--- src/rtl/flush_redirect_ctrl_pkg.sv ---
// Shared types and encodings for the pipeline flush / redirect controller.
// The state encodings are exported so debug/trace logic can decode controller state.
package flush_redirect_ctrl_pkg;

  localparam int unsigned ADDR_W = 32;

  localparam logic [1:0] FRC_IDLE     = 2'd0;
  localparam logic [1:0] FRC_DRAIN    = 2'd1;
  localparam logic [1:0] FRC_REDIRECT = 2'd2;

  typedef enum logic [1:0] {
    ST_IDLE     = FRC_IDLE,
    ST_DRAIN    = FRC_DRAIN,
    ST_REDIRECT = FRC_REDIRECT
  } frc_state_e;

  typedef struct packed {
    logic [ADDR_W-1:0] pc;
    logic              is_ertn;
  } redirect_req_t;

  // An exception outranks an ERTN retiring in the same cycle.
  function automatic redirect_req_t pick_redirect(input logic              wb_ex,
                                                  input logic [ADDR_W-1:0] eentry,
                                                  input logic [ADDR_W-1:0] era);
    redirect_req_t r;
    r.pc      = wb_ex ? eentry : era;
    r.is_ertn = ~wb_ex;
    return r;
  endfunction

endpackage

--- src/rtl/flush_redirect_ctrl_if.sv ---
// WB/CSR/SRAM/IF-facing signal bundle of the flush/redirect controller.
// master = the controller itself, slave = the surrounding pipeline.
interface flush_redirect_ctrl_if #(
  parameter int unsigned CNT_W = 16
);
  import flush_redirect_ctrl_pkg::*;

  logic              wb_ex;
  logic              ertn_flush;
  logic [ADDR_W-1:0] csr_eentry;
  logic [ADDR_W-1:0] csr_era;
  logic              data_req_hs;
  logic              data_resp;
  logic              if_redirect_ready;

  logic              flush;
  logic              flush_busy;
  logic              discard_resp;
  logic              redirect_valid;
  logic [ADDR_W-1:0] redirect_pc;
  logic [CNT_W-1:0]  ex_count;
  logic [CNT_W-1:0]  ertn_count;

  modport master (
    input  wb_ex, ertn_flush, csr_eentry, csr_era,
    input  data_req_hs, data_resp, if_redirect_ready,
    output flush, flush_busy, discard_resp, redirect_valid, redirect_pc,
    output ex_count, ertn_count
  );

  modport slave (
    output wb_ex, ertn_flush, csr_eentry, csr_era,
    output data_req_hs, data_resp, if_redirect_ready,
    input  flush, flush_busy, discard_resp, redirect_valid, redirect_pc,
    input  ex_count, ertn_count
  );

endinterface

--- src/rtl/flush_redirect_ctrl_outst_counter.sv ---
// Up/down counter of in-flight SRAM transactions with overflow/underflow detect.
// An illegal step holds the count; the flags let the owner flag the protocol error.
module flush_redirect_ctrl_outst_counter #(
  parameter int unsigned W = 2
) (
  input  logic         clk,
  input  logic         rst,
  input  logic         inc,
  input  logic         dec,
  output logic [W-1:0] count,
  output logic [W-1:0] count_next_c,
  output logic         overflow_c,
  output logic         underflow_c
);

  localparam logic [W-1:0] CNT_MAX = '1;

  always_comb begin
    overflow_c   = inc & ~dec & (count == CNT_MAX);
    underflow_c  = dec & ~inc & (count == '0);
    count_next_c = count;
    if (!overflow_c && !underflow_c) begin
      if (inc && !dec) begin
        count_next_c = count + W'(1);
      end else if (dec && !inc) begin
        count_next_c = count - W'(1);
      end
    end
  end

  always_ff @(posedge clk or posedge rst) begin
    if (rst) begin
      count <= '0;
    end else begin
      count <= count_next_c;
    end
  end

endmodule

--- src/rtl/flush_redirect_ctrl.sv ---
// Pipeline recovery sequencer: flushes on WB exception/ERTN, drains stale data-SRAM
// responses, then holds the redirect toward IF until it is accepted.
module flush_redirect_ctrl
  import flush_redirect_ctrl_pkg::*;
#(
  parameter int unsigned OUTST_W = 2,
  parameter int unsigned CNT_W   = 16
) (
  input  logic                  clk,
  input  logic                  rst,
  flush_redirect_ctrl_if.master bus
);

  localparam logic [CNT_W-1:0] CNT_SAT = '1;

  frc_state_e        state_q;
  frc_state_e        state_d;
  logic              trig_c;
  logic              load_c;
  logic              flush_c;
  logic              discard_c;
  redirect_req_t     req_c;

  logic [OUTST_W-1:0] outst;
  logic [OUTST_W-1:0] outst_next_c;
  logic               outst_ovf_c;
  logic               outst_udf_c;

  logic [ADDR_W-1:0] redirect_pc_q;
  logic [CNT_W-1:0]  ex_cnt_q;
  logic [CNT_W-1:0]  ertn_cnt_q;

  flush_redirect_ctrl_outst_counter #(
    .W (OUTST_W)
  ) u_outst (
    .clk          (clk),
    .rst          (rst),
    .inc          (bus.data_req_hs),
    .dec          (bus.data_resp),
    .count        (outst),
    .count_next_c (outst_next_c),
    .overflow_c   (outst_ovf_c),
    .underflow_c  (outst_udf_c)
  );

  // Gated by rst so an asserted reset silences the combinational flush at once.
  assign trig_c = (bus.wb_ex | bus.ertn_flush) & ~rst;
  assign req_c  = pick_redirect(bus.wb_ex, bus.csr_eentry, bus.csr_era);

  always_ff @(posedge clk or posedge rst) begin
    if (rst) begin
      state_q <= ST_IDLE;
    end else begin
      state_q <= state_d;
    end
  end

  always_comb begin
    state_d   = state_q;
    flush_c   = 1'b0;
    discard_c = 1'b0;
    load_c    = 1'b0;
    case (state_q)
      ST_IDLE: begin
        if (trig_c) begin
          flush_c = 1'b1;
          load_c  = 1'b1;
          state_d = (outst_next_c != '0) ? ST_DRAIN : ST_REDIRECT;
        end
      end
      ST_DRAIN: begin
        discard_c = bus.data_resp;
        if (outst_next_c == '0) begin
          state_d = ST_REDIRECT;
        end
      end
      ST_REDIRECT: begin
        discard_c = bus.data_resp;
        if (bus.if_redirect_ready) begin
          state_d = ST_IDLE;
        end
      end
      default: begin
        state_d = ST_IDLE;
      end
    endcase
  end

  // Redirect target and saturating event counters, captured on the trigger cycle.
  always_ff @(posedge clk or posedge rst) begin
    if (rst) begin
      redirect_pc_q <= '0;
      ex_cnt_q      <= '0;
      ertn_cnt_q    <= '0;
    end else if (load_c) begin
      redirect_pc_q <= req_c.pc;
      if (req_c.is_ertn) begin
        if (ertn_cnt_q != CNT_SAT) begin
          ertn_cnt_q <= ertn_cnt_q + CNT_W'(1);
        end
      end else if (ex_cnt_q != CNT_SAT) begin
        ex_cnt_q <= ex_cnt_q + CNT_W'(1);
      end
    end
  end

  assign bus.flush          = flush_c;
  assign bus.discard_resp   = discard_c;
  assign bus.flush_busy     = (state_q != ST_IDLE);
  assign bus.redirect_valid = (state_q == ST_REDIRECT);
  assign bus.redirect_pc    = redirect_pc_q;
  assign bus.ex_count       = ex_cnt_q;
  assign bus.ertn_count     = ertn_cnt_q;

  a_outst_range: assert property (@(posedge clk) disable iff (rst)
    !(outst_ovf_c || outst_udf_c));

  a_no_trig_busy: assert property (@(posedge clk) disable iff (rst)
    (state_q != ST_IDLE) |-> !(bus.wb_ex || bus.ertn_flush));

  a_no_req_drain: assert property (@(posedge clk) disable iff (rst)
    (state_q == ST_DRAIN) |-> !bus.data_req_hs);

  a_drain_nonzero: assert property (@(posedge clk) disable iff (rst)
    (state_q == ST_DRAIN) |-> (outst != '0));

endmodule

--- src/flat_wrapper.sv ---
// flat-port wrapper written by rule: the top's interface ports become plain ports
module flush_redirect_ctrl_flat import flush_redirect_ctrl_pkg::*;
#(
  parameter int unsigned OUTST_W = 2,
  parameter int unsigned CNT_W   = 16
)
  (clk, rst, bus_wb_ex, bus_ertn_flush, bus_csr_eentry, bus_csr_era, bus_data_req_hs, bus_data_resp, bus_if_redirect_ready, bus_flush, bus_flush_busy, bus_discard_resp, bus_redirect_valid, bus_redirect_pc, bus_ex_count, bus_ertn_count);
  flush_redirect_ctrl_if #(.CNT_W(CNT_W)) bus_i ();
  input  logic clk;
  input  logic rst;
  input wire logic [$bits(bus_i.wb_ex)-1:0] bus_wb_ex;
  input wire logic [$bits(bus_i.ertn_flush)-1:0] bus_ertn_flush;
  input wire logic [$bits(bus_i.csr_eentry)-1:0] bus_csr_eentry;
  input wire logic [$bits(bus_i.csr_era)-1:0] bus_csr_era;
  input wire logic [$bits(bus_i.data_req_hs)-1:0] bus_data_req_hs;
  input wire logic [$bits(bus_i.data_resp)-1:0] bus_data_resp;
  input wire logic [$bits(bus_i.if_redirect_ready)-1:0] bus_if_redirect_ready;
  output wire logic [$bits(bus_i.flush)-1:0] bus_flush;
  output wire logic [$bits(bus_i.flush_busy)-1:0] bus_flush_busy;
  output wire logic [$bits(bus_i.discard_resp)-1:0] bus_discard_resp;
  output wire logic [$bits(bus_i.redirect_valid)-1:0] bus_redirect_valid;
  output wire logic [$bits(bus_i.redirect_pc)-1:0] bus_redirect_pc;
  output wire logic [$bits(bus_i.ex_count)-1:0] bus_ex_count;
  output wire logic [$bits(bus_i.ertn_count)-1:0] bus_ertn_count;
  assign bus_i.wb_ex = bus_wb_ex;
  assign bus_i.ertn_flush = bus_ertn_flush;
  assign bus_i.csr_eentry = bus_csr_eentry;
  assign bus_i.csr_era = bus_csr_era;
  assign bus_i.data_req_hs = bus_data_req_hs;
  assign bus_i.data_resp = bus_data_resp;
  assign bus_i.if_redirect_ready = bus_if_redirect_ready;
  assign bus_flush = bus_i.flush;
  assign bus_flush_busy = bus_i.flush_busy;
  assign bus_discard_resp = bus_i.discard_resp;
  assign bus_redirect_valid = bus_i.redirect_valid;
  assign bus_redirect_pc = bus_i.redirect_pc;
  assign bus_ex_count = bus_i.ex_count;
  assign bus_ertn_count = bus_i.ertn_count;
  flush_redirect_ctrl #(.OUTST_W(OUTST_W), .CNT_W(CNT_W)) u_core (.clk(clk), .rst(rst), .bus(bus_i));
endmodule
--- config.mk ---
export PLATFORM = sky130hd
export DESIGN_NAME = flush_redirect_ctrl_flat
export DESIGN_NICKNAME = d
export VERILOG_FILES = /design/src/rtl/flush_redirect_ctrl_pkg.sv /design/src/rtl/flush_redirect_ctrl_if.sv /design/src/rtl/flush_redirect_ctrl_outst_counter.sv /design/src/rtl/flush_redirect_ctrl.sv /design/src/flat_wrapper.sv
export SDC_FILE = /design/constraint.sdc
export NUM_CORES = 1
export LEC_CHECK = 0
export BUFFER_PORTS_ARGS = -buffer_cell sky130_fd_sc_hd__buf_2
export CAP_MARGIN = 5
export CORE_MARGIN = 2
export CORE_UTILIZATION = 40
export CTS_CLUSTER_DIAMETER = 100
export DETAILED_ROUTE_END_ITERATION = 6
export PLACE_DENSITY_LB_ADDON = 0.1
export REMOVE_ABC_BUFFERS = 1
export SLEW_MARGIN = 0
export SYNTH_ARGS = -nofsm -noshare
export SYNTH_HDL_FRONTEND = slang
export SYNTH_SLANG_ARGS = --single-unit
export TNS_END_PERCENT = 50
--- constraint.sdc ---
create_clock -name clk -period 4.8 [get_ports clk]
set_input_delay 0.96 -clock clk [delete_from_list [all_inputs] [get_ports clk]]
set_output_delay 0.96 -clock clk [all_outputs]
set_load 0.05 [all_outputs]
## After elaboration in Yosys (flattened, before gate mapping)

Index checks and enable logic that the tools add are counted.

| storage, ports and cells | value |
|---|---|
| register bits | 68 |
| input bits | 71 |
| output and inout port bits | 68 |
| logic and storage cells | 55 |

| operators by class | value |
|---|---|
| $add $sub $neg | 4 |
| equality and inequality tests | 8 |
| multiplexer cells | 12 |
| bitwise gates (word level) | 10 |
| reduce and logical (&&, ||, !) cells | 16 |

Operators with widths:

| operator | count |
|---|---|
| $add A16 B1 Y16 const B | 2 |
| $mux W32 | 1 |
| $ne A16 B16 Y1 const B | 2 |
| $mux W2 | 7 |
| $reduce_and A3 Y1 | 3 |
| $logic_not A2 Y1 | 3 |
| $pmux W2 S3 | 1 |
| $and A1 B1 Y1 | 5 |
| $eq A2 B2 Y1 const B | 2 |
| $logic_not A1 Y1 | 4 |
| $ne A2 B1 Y1 const B | 2 |
| $not A1 Y1 | 4 |
| $reduce_bool A2 Y1 | 2 |
| $logic_and A1 B1 Y1 | 3 |
| $mux W1 | 3 |
| $add A2 B1 Y2 const B | 1 |
| $eq A2 B1 Y1 const B | 1 |
| $ne A2 B2 Y1 const B | 1 |
| $reduce_or A2 Y1 | 1 |
| $sub A2 B1 Y2 const B | 1 |
| $or A1 B1 Y1 | 1 |

## Logic depth before layout (Yosys ltp)

| depth | value |
|---|---|
| word-level depth | 10 |
| depth in mapped cells | 9 |
| depth with buffers taken out | 6 |

## By module

Synthesis repeated with hierarchy kept, for this count alone.

| second synthesis, totals | value |
|---|---|
| cells, all modules | 329 |
| area, all modules | 3,499.6 sq um |

By module, submodules not included:

| module | times used | cells each | area an instance (sq um) | seq. area each (sq um) |
|---|---|---|---|---|
| flush_redirect_ctrl | 1 | 308 | 3,311.9 | 1,651.6 |
| flush_redirect_ctrl_outst_counter | 1 | 21 | 187.7 | 50.0 |

## Least setup slack after synthesis

No wires, ideal clock.

| path | value |
|---|---|
| path kind | input port to output port |
| start | input bus_wb_ex |
| end | output bus_flush |
| data arrival time | 1,874 ps |
| data required time | 3,840 ps |
| slack | 1,966 ps |
| stages on the path | 5 |
| cell sequence | buf_2 -> nor2_1 -> nor3_1 -> buf_2 -> buf_2 |

| between the ends | value |
|---|---|
| longest elaborated chain between the ends | 4 |

Ends and longest elaborated chain:

| what | line | RTL |
|---|---|---|
| from (decl) | flat_wrapper.sv:11 | `input wire logic [$bits(bus_i.wb_ex)-1:0] bus_wb_ex;` |
| $or A1 B1 Y1 | flush_redirect_ctrl.sv:47 | `assign trig_c = (bus.wb_ex \| bus.ertn_flush) & ~rst;` |
| $and A1 B1 Y1 | flush_redirect_ctrl.sv:47 |  |
| $mux W1 | flush_redirect_ctrl.sv:65 | `if (trig_c) begin` |
| $mux W1 | flush_redirect_ctrl.sv:63 | `case (state_q)` |
| to (decl) | flat_wrapper.sv:18 | `output wire logic [$bits(bus_i.flush)-1:0] bus_flush;` |

Every way passes these cells.

## Final worst setup path

| path | value |
|---|---|
| start | register u_core.state_q[1] |
| end | output bus_flush |

| between the ends | value |
|---|---|
| longest elaborated chain between the ends | 2 |

Ends and longest elaborated chain:

| what | line | RTL |
|---|---|---|
| from (decl) | flush_redirect_ctrl.sv:16 | `frc_state_e state_q;` |
| from (signal assigned) | flush_redirect_ctrl.sv:54 | `state_q <= state_d;` |
| $logic_not A2 Y1 | flush_redirect_ctrl.sv:63 |  |
| $mux W1 | flush_redirect_ctrl.sv:63 |  |

Every way passes these cells.

==> impl_table.tex <==
\begin{tabular}{lr}
\hline
Metric & Value \\
\hline
\multicolumn{2}{l}{\textbf{Setup path}} \\
\quad Sort of element at the start of the critical path & flip-flop \\
\quad Critical path class & reg -> out \\
\quad Crit end category & primary output \\
\quad Critical path data arrival time & 1.88 ns \\
\quad Maximum fanout along the worst path & 9 \\
\quad Critical Path RT & 3.84 ns \\
\quad Critical path startpoint & u\_core.state\_q[1] \\
\quad Reg-to-reg startpoint & u\_core.state\_q[1] \\
\multicolumn{2}{l}{\textbf{Synth}} \\
\quad Number of enable flip-flop cells after synthesis & 0 \\
\quad Top area cells in the synthesized netlist & sky130\_fd\_sc\_hd\_\_dfrtp\_1, sky130\_fd\_sc\_hd\_\_mux2i\_1, sky130\_fd\_sc\_hd\_\_xor2\_1, sky130\_fd\_sc\_hd\_\_a21oi\_1, sky130\_fd\_sc\_hd\_\_nor2\_1 \\
\quad Warnings from Yosys & 0 \\
\quad Proportion of netlist area held by the largest area contributor & 0.490 \\
\quad Post-synthesis cell type with the largest combined area & sky130\_fd\_sc\_hd\_\_dfrtp\_1 \\
\quad Distinct cell type count after synthesis & 49 \\
\quad Post-synthesis sequential area ratio & 0.490 \\
\quad \#FFs+latches synth & 68 \\
\quad Average cell area after synthesis & 10.6 um\^{}2 \\
\quad Post-synth ARST share & 1.00 \\
\quad Number of standard cells after synthesis & 328 \\
\quad Post-Syn Area & 0.00347 mm\^{}2 \\
\quad Most frequently used flop master after synthesis & sky130\_fd\_sc\_hd\_\_dfrtp\_1 \\
\multicolumn{2}{l}{\textbf{Clock tree}} \\
\quad Number of CTS-inserted buffers & 9 \\
\quad H-tree levels & 3 \\
\quad Resized cells post-CTS & 0 \\
\quad Clock insertion delay at the later pin of the skew report & 0.34 ns \\
\quad Post-CTS repair timing setup buffer count & 0 \\
\quad TritonCTS clock tree & built \\
\quad Count of hold buffers inserted by post-cts repair & 0 \\
\quad Max Root-Sink Buffers & 2 \\
\quad Clock root buffer master & sky130\_fd\_sc\_hd\_\_clkbuf\_8 \\
\quad Clock tree sinks & 68 \\
\quad Clk slew on worst S/H paths & 0.07 ns \\
\multicolumn{2}{l}{\textbf{Power}} \\
\quad Combinational share of power & 0.497 \\
\quad Sequential fraction of design power & 0.342 \\
\quad Total chip power & 2.60 mW \\
\quad Power per cell area & 589 mW/mm\^{}2 \\
\quad Clock network power share & 0.161 \\
\quad Leakage power figure & 2.34 nW \\
\quad Worst VDD drop & 0.426 mV \\
\quad Fraction of power spent switching nets & 0.503 \\
\quad Internal power contribution & 1.29 mW \\
\quad Total net switching power & 1.31 mW \\
\multicolumn{2}{l}{\textbf{Floorplanning}} \\
\quad Overall die height & 97.2 um \\
\quad Floorplan core area & 0.00855 mm\^{}2 \\
\quad \# IOs & 139 \\
\quad Row cnt & 34 \\
\quad Effective utilization at floorplan & 0.406 \\
\quad Area of the die & 0.00945 mm\^{}2 \\
\quad Die width & 97.2 um \\
\multicolumn{2}{l}{\textbf{Routing}} \\
\quad Routed vias/inst & 4.98 \\
\quad Routed wire per std cell & 14.2 um \\
\quad DRC violations left & 0 \\
\quad Post-route antenna net violation count & 0 \\
\quad Iteration-0 DRC Markers & 64 \\
\quad Total wire length & 8.18 mm \\
\quad Vias after detailed routing & 2873 \\
\quad First-pass iteration count of the detailed router & 4 \\
\multicolumn{2}{l}{\textbf{Place}} \\
\quad GPL Wtd Cong & 0.806 \\
\quad Total cell area at the placement stage & 0.00425 mm\^{}2 \\
\quad HPWL after detailed placement & 6.16 mm \\
\quad Port buffer count & 138 \\
\multicolumn{2}{l}{\textbf{STA}} \\
\quad Timing-limited maximum frequency & 352 MHz \\
\quad Unrepaired setup endpoints after global routing & false \\
\quad Smallest hold slack & 0.484 ns \\
\quad Clock tree skew after final layout & 0.00538 ns \\
\quad Crit path time final & 2.84 ns \\
\quad Slew margin rel. & 0.286 \\
\quad Worst Max-Slew Pin Slew & 1.06 ns \\
\quad Count of final hold-check violations & 0 \\
\quad Post-route clock period utilization & 0.591 \\
\quad Endpoints failing setup & 0 \\
\quad Final count of pins violating max slew & 0 \\
\multicolumn{2}{l}{\textbf{Finish}} \\
\quad Layout cell share with drive strength beyond 1 & 0.365 \\
\quad FF+latch area & 0.00170 mm\^{}2 \\
\quad Area overhead of the layout relative to synthesis & 27.3\% \\
\quad Leading cell type in the layout, fill and taps excluded & sky130\_fd\_sc\_hd\_\_buf\_2 \\
\quad Final std cell area, no fill & 0.00442 mm\^{}2 \\
\quad Highest-count cells in the layout ignoring fill and taps & sky130\_fd\_sc\_hd\_\_buf\_2, sky130\_fd\_sc\_hd\_\_dfrtp\_1, sky130\_fd\_sc\_hd\_\_a21oi\_1, sky130\_fd\_sc\_hd\_\_nor2\_1, sky130\_fd\_sc\_hd\_\_mux2i\_1 \\
\quad Multi-input gate area & 0.00167 mm\^{}2 \\
\quad Fill cell count & 827 \\
\quad Share of the core filled with cells in the final layout & 0.517 \\
\quad Final net count & 542 \\
\multicolumn{2}{l}{\textbf{Outcome}} \\
\quad Outcome & finished clean \\
\multicolumn{2}{l}{\textbf{Job}} \\
\quad Number of max-cap violations & 0 \\
\multicolumn{2}{l}{\textbf{Global route}} \\
\quad Largest net degree at the start of global routing & 65 \\
\quad Overall global routing resource usage & 0.180 \\
\quad Via count of the first global-routing pass & 2830 \\
\quad Initial antenna violation count & 1 \\
\quad Remaining Overflow, GRT & 0 \\
\quad Wire length of the first global-routing pass & 13.6 mm \\
\multicolumn{2}{l}{\textbf{Min path}} \\
\quad Type of the tightest min-delay check & reg -> reg \\
\quad Startpoint of the tightest hold check path & u\_core.bus.ex\_count[7] \\
\hline
\end{tabular}
==> layer usage <==
metal	track usage	wire, um	vias to the layer above
met1	0.227	3450	1334
li1	-	-	1435
met2	0.286	3930	93
met3	0.0683	661	11
met5	0	0	-
met4	0.0607	135	0
==> state kept, by name, indices dropped and copies added, names as in the netlist <==
signal,cells
u_core.u_outst.count,2
u_core.bus.ertn_count,16
u_core.state_q,2
u_core.bus.ex_count,16
u_core.bus.redirect_pc,32
==> path summary, 6_finish.rpt <==
| check | endpoint | slack [ns] | depth (start not counted) |
|---|---|---|---|
| setup reg to reg | u_core.bus.ertn_count[14] | 2.28 | 6 |
| setup / recovery | bus_flush | 1.96 | 5 |
| hold reg to reg | u_core.bus.ex_count[7] | 0.48 | 1 |
| hold / removal | u_core.bus.ex_count[7] | 0.48 | 1 |
| min in group asynchronous | u_core.bus.ertn_count[13] | 0.76 | 2 |
| max in group asynchronous | u_core.bus.redirect_pc[7] | 3.11 | 3 |
==> final cells by class <==
cell class	instances	area share
antenna	1	0.000566
clock buffer	13	0.0359
tap	108	0.0305
inverter	9	0.00764
multi-input combinational	235	0.377
sequential	68	0.385
timing repair buffer	141	0.161
clock inverter	2	0.00226
==> through the flow <==
step / instances / TNS [ns] / worst slack (ns)
global placement: 561 / 0 / 1.94
detailed placement: 561 / 0 / 1.94
finish: 577 / 0 / 1.96
global route: 577 / 0 / 1.77
CTS: 576 / 0 / 1.90
floorplan: 312 / -29.95 / -1.39
==> Yosys cell counts, types with 3 or more instances <==
master                     number
sky130_fd_sc_hd__nor3_1         7
sky130_fd_sc_hd__nor2_1        38
sky130_fd_sc_hd__a211oi_1       6
sky130_fd_sc_hd__and4_1         3
sky130_fd_sc_hd__nand4_1        9
sky130_fd_sc_hd__nor2b_1        4
sky130_fd_sc_hd__dfrtp_1       68
sky130_fd_sc_hd__inv_1          9
sky130_fd_sc_hd__xor2_1        26
sky130_fd_sc_hd__buf_2         11
sky130_fd_sc_hd__a21oi_1       41
sky130_fd_sc_hd__ha_1           7
sky130_fd_sc_hd__nand2_1        8
sky130_fd_sc_hd__mux2i_1       33
sky130_fd_sc_hd__xnor2_1        4
sky130_fd_sc_hd__nor4_1         3
sky130_fd_sc_hd__nand3_1        8
sky130_fd_sc_hd__o21bai_1       3
sky130_fd_sc_hd__nor3b_1        3
==> cell families (layout without fill, tap and decap cells) <==
family,Yosys count,after routing,synth area share
mux,35,35,0.102
simple gates,103,103,0.172
xor+xnor,30,30,0.0756
flops,68,68,0.490
compound gates,60,60,0.103
buf+inv,25,165,0.0331
fa+ha+maj,7,7,0.0252
other cells,0,1,0
==> worst max-delay path, stage by stage (launching register included) <==
cell and delay, ns:
sky130_fd_sc_hd__dfrtp_1 0.38, sky130_fd_sc_hd__inv_1 0.11, sky130_fd_sc_hd__ha_1 0.33, sky130_fd_sc_hd__inv_1 0.11
sky130_fd_sc_hd__nor3_2 0.29, sky130_fd_sc_hd__buf_2 0.33
==> power groups by stage <==
stage / Combinational, mW / Clock, mW / Sequential, mW
final: 1.29 / 0.419 / 0.892
after global routing: 1.38 / 0.455 / 0.919
after CTS: 1.31 / 0.430 / 0.892
after detailed placement: 1.31 / 0 / 0.898
after global placement: 1.29 / 0 / 0.895
after floorplan: 0.396 / 0 / 1.48
Power figures use the tool's default switching activity.
